[config.mk]
export PLATFORM = sky130hd
export DESIGN_NAME = fetch_queue
export DESIGN_NICKNAME = d
export VERILOG_FILES = /design/src/rtl/fetch_queue.sv
export SDC_FILE = /design/constraint.sdc
export NUM_CORES = 1
export LEC_CHECK = 0
export CAP_MARGIN = 0
export CORE_MARGIN = 5
export CORE_UTILIZATION = 36
export CTS_CLUSTER_SIZE = 8
export DETAILED_ROUTE_END_ITERATION = 16
export GPL_TIMING_DRIVEN = 0
export PLACE_DENSITY_LB_ADDON = 0.15
export REMOVE_ABC_BUFFERS = 1
export SKIP_CTS_REPAIR_TIMING = 1
export SYNTH_ARGS = -nofsm -noshare
export SYNTH_HDL_FRONTEND = slang
export SYNTH_SLANG_ARGS = --single-unit
[constraint.sdc]
create_clock -name CLK -period 8.75 [get_ports CLK]
set_input_delay 1.3125 -clock CLK [delete_from_list [all_inputs] [get_ports CLK]]
set_output_delay 1.3125 -clock CLK [all_outputs]
set_load 0.01 [all_outputs]
[src/rtl/fetch_queue.sv]
// fetch_queue: instruction prefetch FIFO between the fetch and decode stages.
// Holds up to DEPTH {PC, instruction} pairs in a circular buffer and presents
// the oldest pair to decode with zero read latency. Raises Stall_F when full.
// Optional build macro DELAY_SLOT_EN: when defined, a Flush keeps the branch
// delay slot (the head entry, or the incoming pair when the queue is empty)
// instead of discarding every entry.
module fetch_queue #(
    parameter int DEPTH = 4,
    parameter int AW    = 2
) (
    input  logic          CLK,
    input  logic          RESET,
    input  logic [31:0]   PC_F,
    input  logic [31:0]   Instr_F,
    input  logic          Fetch_Valid,
    output logic          Stall_F,
    input  logic          Flush,
    input  logic          Stall_D,
    output logic [31:0]   PC_D,
    output logic [31:0]   Instr_D,
    output logic          Valid_D,
    output logic [AW:0]   Count
);

    localparam logic [AW:0] FULL_COUNT = (AW+1)'(DEPTH);

    logic [63:0]   mem_q [DEPTH];
    logic [AW-1:0] rd_ptr_q, rd_ptr_d;
    logic [AW-1:0] wr_ptr_q, wr_ptr_d;
    logic [AW:0]   count_q, count_d;
    logic          wr_en;
    logic [AW-1:0] wr_addr;
    logic          push;
    logic          pop;
    logic [63:0]   head;

    // Show-ahead outputs: head entry is visible whenever the queue is non-empty.
    always_comb begin
        head    = mem_q[rd_ptr_q];
        Valid_D = (count_q != '0);
        Stall_F = (count_q == FULL_COUNT);
        Count   = count_q;
        PC_D    = Valid_D ? head[63:32] : 32'h0;
        Instr_D = Valid_D ? head[31:0]  : 32'h0;
    end

    // Next-state for pointers, occupancy and the storage write port.
    always_comb begin
        rd_ptr_d = rd_ptr_q;
        wr_ptr_d = wr_ptr_q;
        count_d  = count_q;
        wr_en    = 1'b0;
        wr_addr  = wr_ptr_q;
        push     = Fetch_Valid & ~Stall_F & ~Flush;
        pop      = Valid_D & ~Stall_D & ~Flush;

        if (Flush) begin
`ifdef DELAY_SLOT_EN
            // Keep the delay slot: the head if present, else the incoming pair.
            if (count_q != '0) begin
                wr_ptr_d = rd_ptr_q + AW'(1);
                count_d  = (AW+1)'(1);
            end else if (Fetch_Valid) begin
                wr_en    = 1'b1;
                wr_ptr_d = wr_ptr_q + AW'(1);
                count_d  = (AW+1)'(1);
            end
`else
            // Discard everything, including any pair arriving this cycle.
            rd_ptr_d = wr_ptr_q;
            count_d  = '0;
`endif
        end else begin
            if (push) begin
                wr_en    = 1'b1;
                wr_ptr_d = wr_ptr_q + AW'(1);
            end
            if (pop) begin
                rd_ptr_d = rd_ptr_q + AW'(1);
            end
            if (push && !pop) begin
                count_d = count_q + (AW+1)'(1);
            end else if (pop && !push) begin
                count_d = count_q - (AW+1)'(1);
            end
        end
    end

    // Control state register with synchronous active-low reset.
    always_ff @(posedge CLK) begin
        if (!RESET) begin
            rd_ptr_q <= '0;
            wr_ptr_q <= '0;
            count_q  <= '0;
        end else begin
            rd_ptr_q <= rd_ptr_d;
            wr_ptr_q <= wr_ptr_d;
            count_q  <= count_d;
        end
    end

    // Storage write; contents are never reset, writes are blocked during reset.
    always_ff @(posedge CLK) begin
        if (RESET && wr_en) begin
            mem_q[wr_addr] <= {PC_F, Instr_F};
        end
    end

endmodule

# Yosys cells after proc, flatten, opt, wreduce, memory -nomap -nowiden
# Memory sizes are Yosys's and may differ from the RTL's. A register that Yosys moved wholly into a read port is not among the register bits.
# Cells that the tools add are included.
[word_totals]
regBits = 7
ramBits = 256
input_bits = 69
output_inout_bits = 69
word_cells = 39
memories = 1
[op_classes]
n_addsub = 4
eq_ne = 1
n_mux = 12
n_bitwise = 8
reduce_logical = 10
[mem_list]
columns = ["memory", "depth", "width", "read_ports", "rd_clocked_by_memory_dff", "write_ports", "line_no", "source"]
rows = [
  ["mem_q", 4, 64, 1, 1, 1, "27", "logic [63:0] mem_q [DEPTH];"],
]
[ops]
columns = ["cell", "n"]
rows = [
  ["2-to-1 mux 32 bit", 2],
  ["2-to-1 mux 2 bit", 4],
  ["2-to-1 mux 3 bit", 2],
  ["adder 2 x 1 -> 2 bit, second input constant", 2],
  ["bitwise AND 1 bit", 4],
  ["2-to-1 mux 1 bit", 4],
  ["NOT 1 bit", 4],
  ["nonzero test 2 bit", 2],
  ["adder 3 x 1 -> 3 bit, second input constant", 1],
  ["equality test 3 bit, second input constant", 1],
  ["logical AND 1 bit", 3],
  ["nonzero test 3 bit", 1],
  ["subtractor 3 x 1 -> 3 bit, second input constant", 1],
  ["zero test 1 bit", 2],
  ["AND reduction 2 bit", 1],
  ["OR reduction 2 bit", 1],
]

# Logic depth before layout (Yosys ltp)
[depth]
ltp_word = 9
ltp_mapped = 8

# Worst setup path after synthesis
# No wires, ideal clock.
[synth_path]
path_type = "input port to flip-flop"
from = "input port Flush"
to = "memory mem_q[0][0] (enable)"
t_arrival_ps = 3276
path_slack_ps = 5045
cell_stages = 2
path_buffers = 0
cell_sequence = "nor3b_2 -> and3_1"
[synth_via]
elab_chain_len = 7
[synth_rtl]
columns = ["item", "line_no", "source"]
rows = [
  ["from (decl)", "17", "input logic Flush,"],
  ["NOT 1 bit (no line)", "n/a", ""],
  ["bitwise AND 1 bit", "54", "push = Fetch_Valid & ~Stall_F & ~Flush;"],
  ["2-to-1 mux 1 bit", "74", "if (push) begin"],
  ["2-to-1 mux 1 bit (*)", "57", "if (Flush) begin"],
  ["logical AND 1 bit (*)", "104", "if (RESET && wr_en) begin"],
  ["2-to-1 mux 1 bit (*)", "104", ""],
  ["2-to-1 mux 1 bit (implied by the code) (*)", "105", "mem_q[wr_addr] <= {PC_F, Instr_F};"],
  ["to (decl)", "27", ""],
]
# Every way passes the cells marked *; elsewhere a longest branch is shown, timed or not.

==> reports/summary.txt <==
Outcome -> finished clean
Core Region -> 27900 µm²
CTS sink cnt -> 265
Synth async-reset ratio -> 0%
Post-Synth XOR/XNOR Area -> 0.171%
Die Footprint -> 31900 µm²
Iteration-0 DRC Markers -> 257
Slew @ Worst Pin -> 0.664 ns
Final HPWL DP -> 11600 µm
1st-pass router iterations -> 4
Critical Path End -> Instr_D[31]
Gp weighted congestion -> 0.674
Power per Cell Area -> 225 nW/µm²
Row Count -> 61
Io pins -> 138
Die H -> 179 µm
FILL cells -> 2404
Reg-to-Reg End -> Count[2]
Synth area leaders -> edfxtp_1 (75%), mux4_2 (13%), and2_1 (3.9%)
Fin nets -> 696
VDD IR max -> 107 µV
Clock Latency Late Sink -> 0.49 ns
Buffers added on ports -> 137
Fmax -> 237 MHz
Max-cap viol count -> 0
Leading area contributor after synthesis -> edfxtp_1
Crit path time final -> 4.22 ns
CP max stage delay -> 0.76 ns
Vias in the first global route -> 5443
Worst Path Required -> 7.44 ns
Reg2Reg Depth -> 8
Static Leak -> 0.00418 µW
Deepest clock path buffer count -> 3
Synth top area share -> 75.2%
GRT overflow -> 0
R2R Path Start -> Count[0]
Drt via density -> 4.84
Mux contribution to synthesized area -> 14.5%
Top FF cell, synth -> edfxtp_1
CP Launch Type -> flip-flop
Antenna Nets Post-Route -> 0
Total number of yosys warnings -> 0
DRC viols -> 0
Post-synthesis sequential area ratio -> 76.9%
Design Area, Final -> 13200 µm²
Synth Instances -> 458
Crit path cell chain -> buf_16 > mux4_1 > and2_1 > clkdlybuf4s50_1
Final setup fails -> 0
Synthesized-area fraction occupied by adder cells -> 0.808%
Critical path arrival -> 2.91 ns
Hold WC Path Type -> reg -> reg
Synth Cell Area -> 10200 µm²
Setup TNS -> 0 ns
Most common cell in the netlist -> edfxtp_1
Share of cells above drive strength 1 -> 18.6%
TritonCTS Buffers -> 39
Initial Util -> 36.6%
Worst rel slew slack -> 55.7%
Crit Path Max Fanout -> 35
Area delta synth->final -> 28.7%
Largest net degree at the start of global routing -> 40
CTS clk-pin slew, worst paths -> 0.05 ns
Slowest-stage cell, CP -> dfxtp_4
Post-synth top cells -> edfxtp_1 (256), and2_1 (64), mux4_2 (60), dfxtp_1 (9), clkbuf_1 (8)
Routed Wire Length -> 20200 µm
RSZ-0062 raised after global routing -> false
Syn Area/Cell -> 22.3 µm²
Setup crit end kind -> output port
Largest family of logic cells by synthesized area -> multiplexers
Initial antenna violation count -> 1
Final period utilization -> 48.2%
Number of flops mapped to enable cells by yosys -> 256
First-pass GRT wire length -> 31500 µm
Reg-to-reg setup timing slack -> 6.21 ns
Total track usage -> 13.0%
Clock Tree Root -> clkbuf_16
Hold Path Depth -> 2
Layout Skew -> 0.00872 ns
Placed Instance Area -> 12100 µm²
Antenna Diode Count -> 0
Final hold vios -> 0
Fin. max-slew vios -> 0
Kind of critical path -> reg -> out
Register bit total from synthesis -> 265
Simple-Gate Fraction of Synth Area -> 5.02%
DR WL/cell -> 20.0 µm
H-tree depth -> 2
Vias -> 4905
Die width -> 179 µm
Compound-Gate Fraction of Synth Area -> 0.416%
Netlist cell types -> 26
CTS tree -> done
[critical path, delay by kind of cell (launching register included)]
kind | cells | cell delay (ns)
muxes | 1 | 0.59
DFF | 1 | 0.76
and+or+nand+nor | 1 | 0.19
buffers and inverters | 2 | 0.81
[state kept, by name, indices dropped and copies added (netlist names), named ones only]
| register | flops |
|---|---|
| mem_q | 256 |
| Count | 3 |
| rd_ptr_q | 2 |
| wr_addr | 2 |
[power by group]
part / internal, µW / total (µW) / switching (µW)
registers: 1410 / 1430 / 15.0
logic: 131 / 225 / 94.3
clock network: 838 / 1310 / 477
total: 2380 / 2970 / 586
[cell usage in the layout, fill, tap and decap left out, types with 2 or more instances in the layout]
| master | Yosys | layout |
|---|---|---|
| edfxtp_1 | 256 | 256 |
| dfxtp_4 | 0 | 2 |
| clkdlybuf4s50_1 | 0 | 137 |
| ha_1 | 5 | 5 |
| or3_1 | 4 | 4 |
| buf_12 | 6 | 2 |
| inv_1 | 5 | 4 |
| and2_1 | 64 | 64 |
| a31oi_1 | 2 | 2 |
| clkbuf_1 | 8 | 13 |
| mux4_1 | 4 | 4 |
| xor2_1 | 2 | 2 |
| mux4_2 | 60 | 60 |
| dfxtp_1 | 9 | 7 |
| nor2_1 | 2 | 2 |
| mux2i_1 | 3 | 3 |
| nand2_1 | 5 | 5 |
| o21ai_0 | 5 | 5 |
| and3_4 | 0 | 4 |
| clkbuf_16 | 0 | 41 |
| buf_16 | 0 | 5 |
[layer usage]
| metal | global-route usage (%) | wire length [µm] | share of wire, % | vias up |
|---|---|---|---|---|
| met1 | 17.1 | 8600 | 43 | 2533 |
| met4 | 3.36 | 377 | 1.9 | 0 |
| met5 | 0 | 0 | 0 | - |
| met2 | 21.6 | 9980 | 49 | 149 |
| li1 | - | - | - | 2184 |
| met3 | 3.39 | 1270 | 6.3 | 39 |
[cell families (layout without fill, tap and decap cells)]
group / count (synthesis) / in the layout
buffers and inverters: 27 / 204
muxes: 67 / 67
xor gates and xnor gates: 2 / 2
AOI/OAI and AO/OA: 8 / 8
DFF: 265 / 265
adders and majority gates: 6 / 6
and+or+nand+nor: 83 / 83
[cell type report]
class                      instances  area [µm²]  area share (%)
clock buffer                      54        1070            8.17
clock inverter                     1        8.76          0.0665
inverter                           5        18.8           0.143
multi-input combinational        166        2160            16.4
sequential                       265        7880            59.8
tap                              378         473            3.59
timing repair buffer             144        1550            11.8
[how the worst min path moves through the flow]
stage | slack (ns) | endpoint | startpoint
floorplan | 0.48 | flip-flop | rd_ptr_q[1]
global placement | 0.49 | flip-flop | rd_ptr_q[1]
detailed placement | 0.50 | flip-flop | rd_ptr_q[1]
CTS | 0.51 | flip-flop | rd_ptr_q[1]
global route | 0.53 | flip-flop | rd_ptr_q[1]
finish | 0.50 | flip-flop | rd_ptr_q[1]
[stage by stage]
step	setup WS (ns)	hold slack [ns]	total power [µW]	cells	utilization, %
after floorplan	3.88	0.476	1550	436	-
after global placement	1.92	0.495	1680	951	42.5
after detailed placement	4.94	0.497	1680	958	43.2
after CTS	4.41	0.509	3020	1013	47.1
after global routing	4.29	0.533	3090	1013	47.1
final	4.53	0.505	2970	1013	47.1
(Power assumes the default switching activity.)
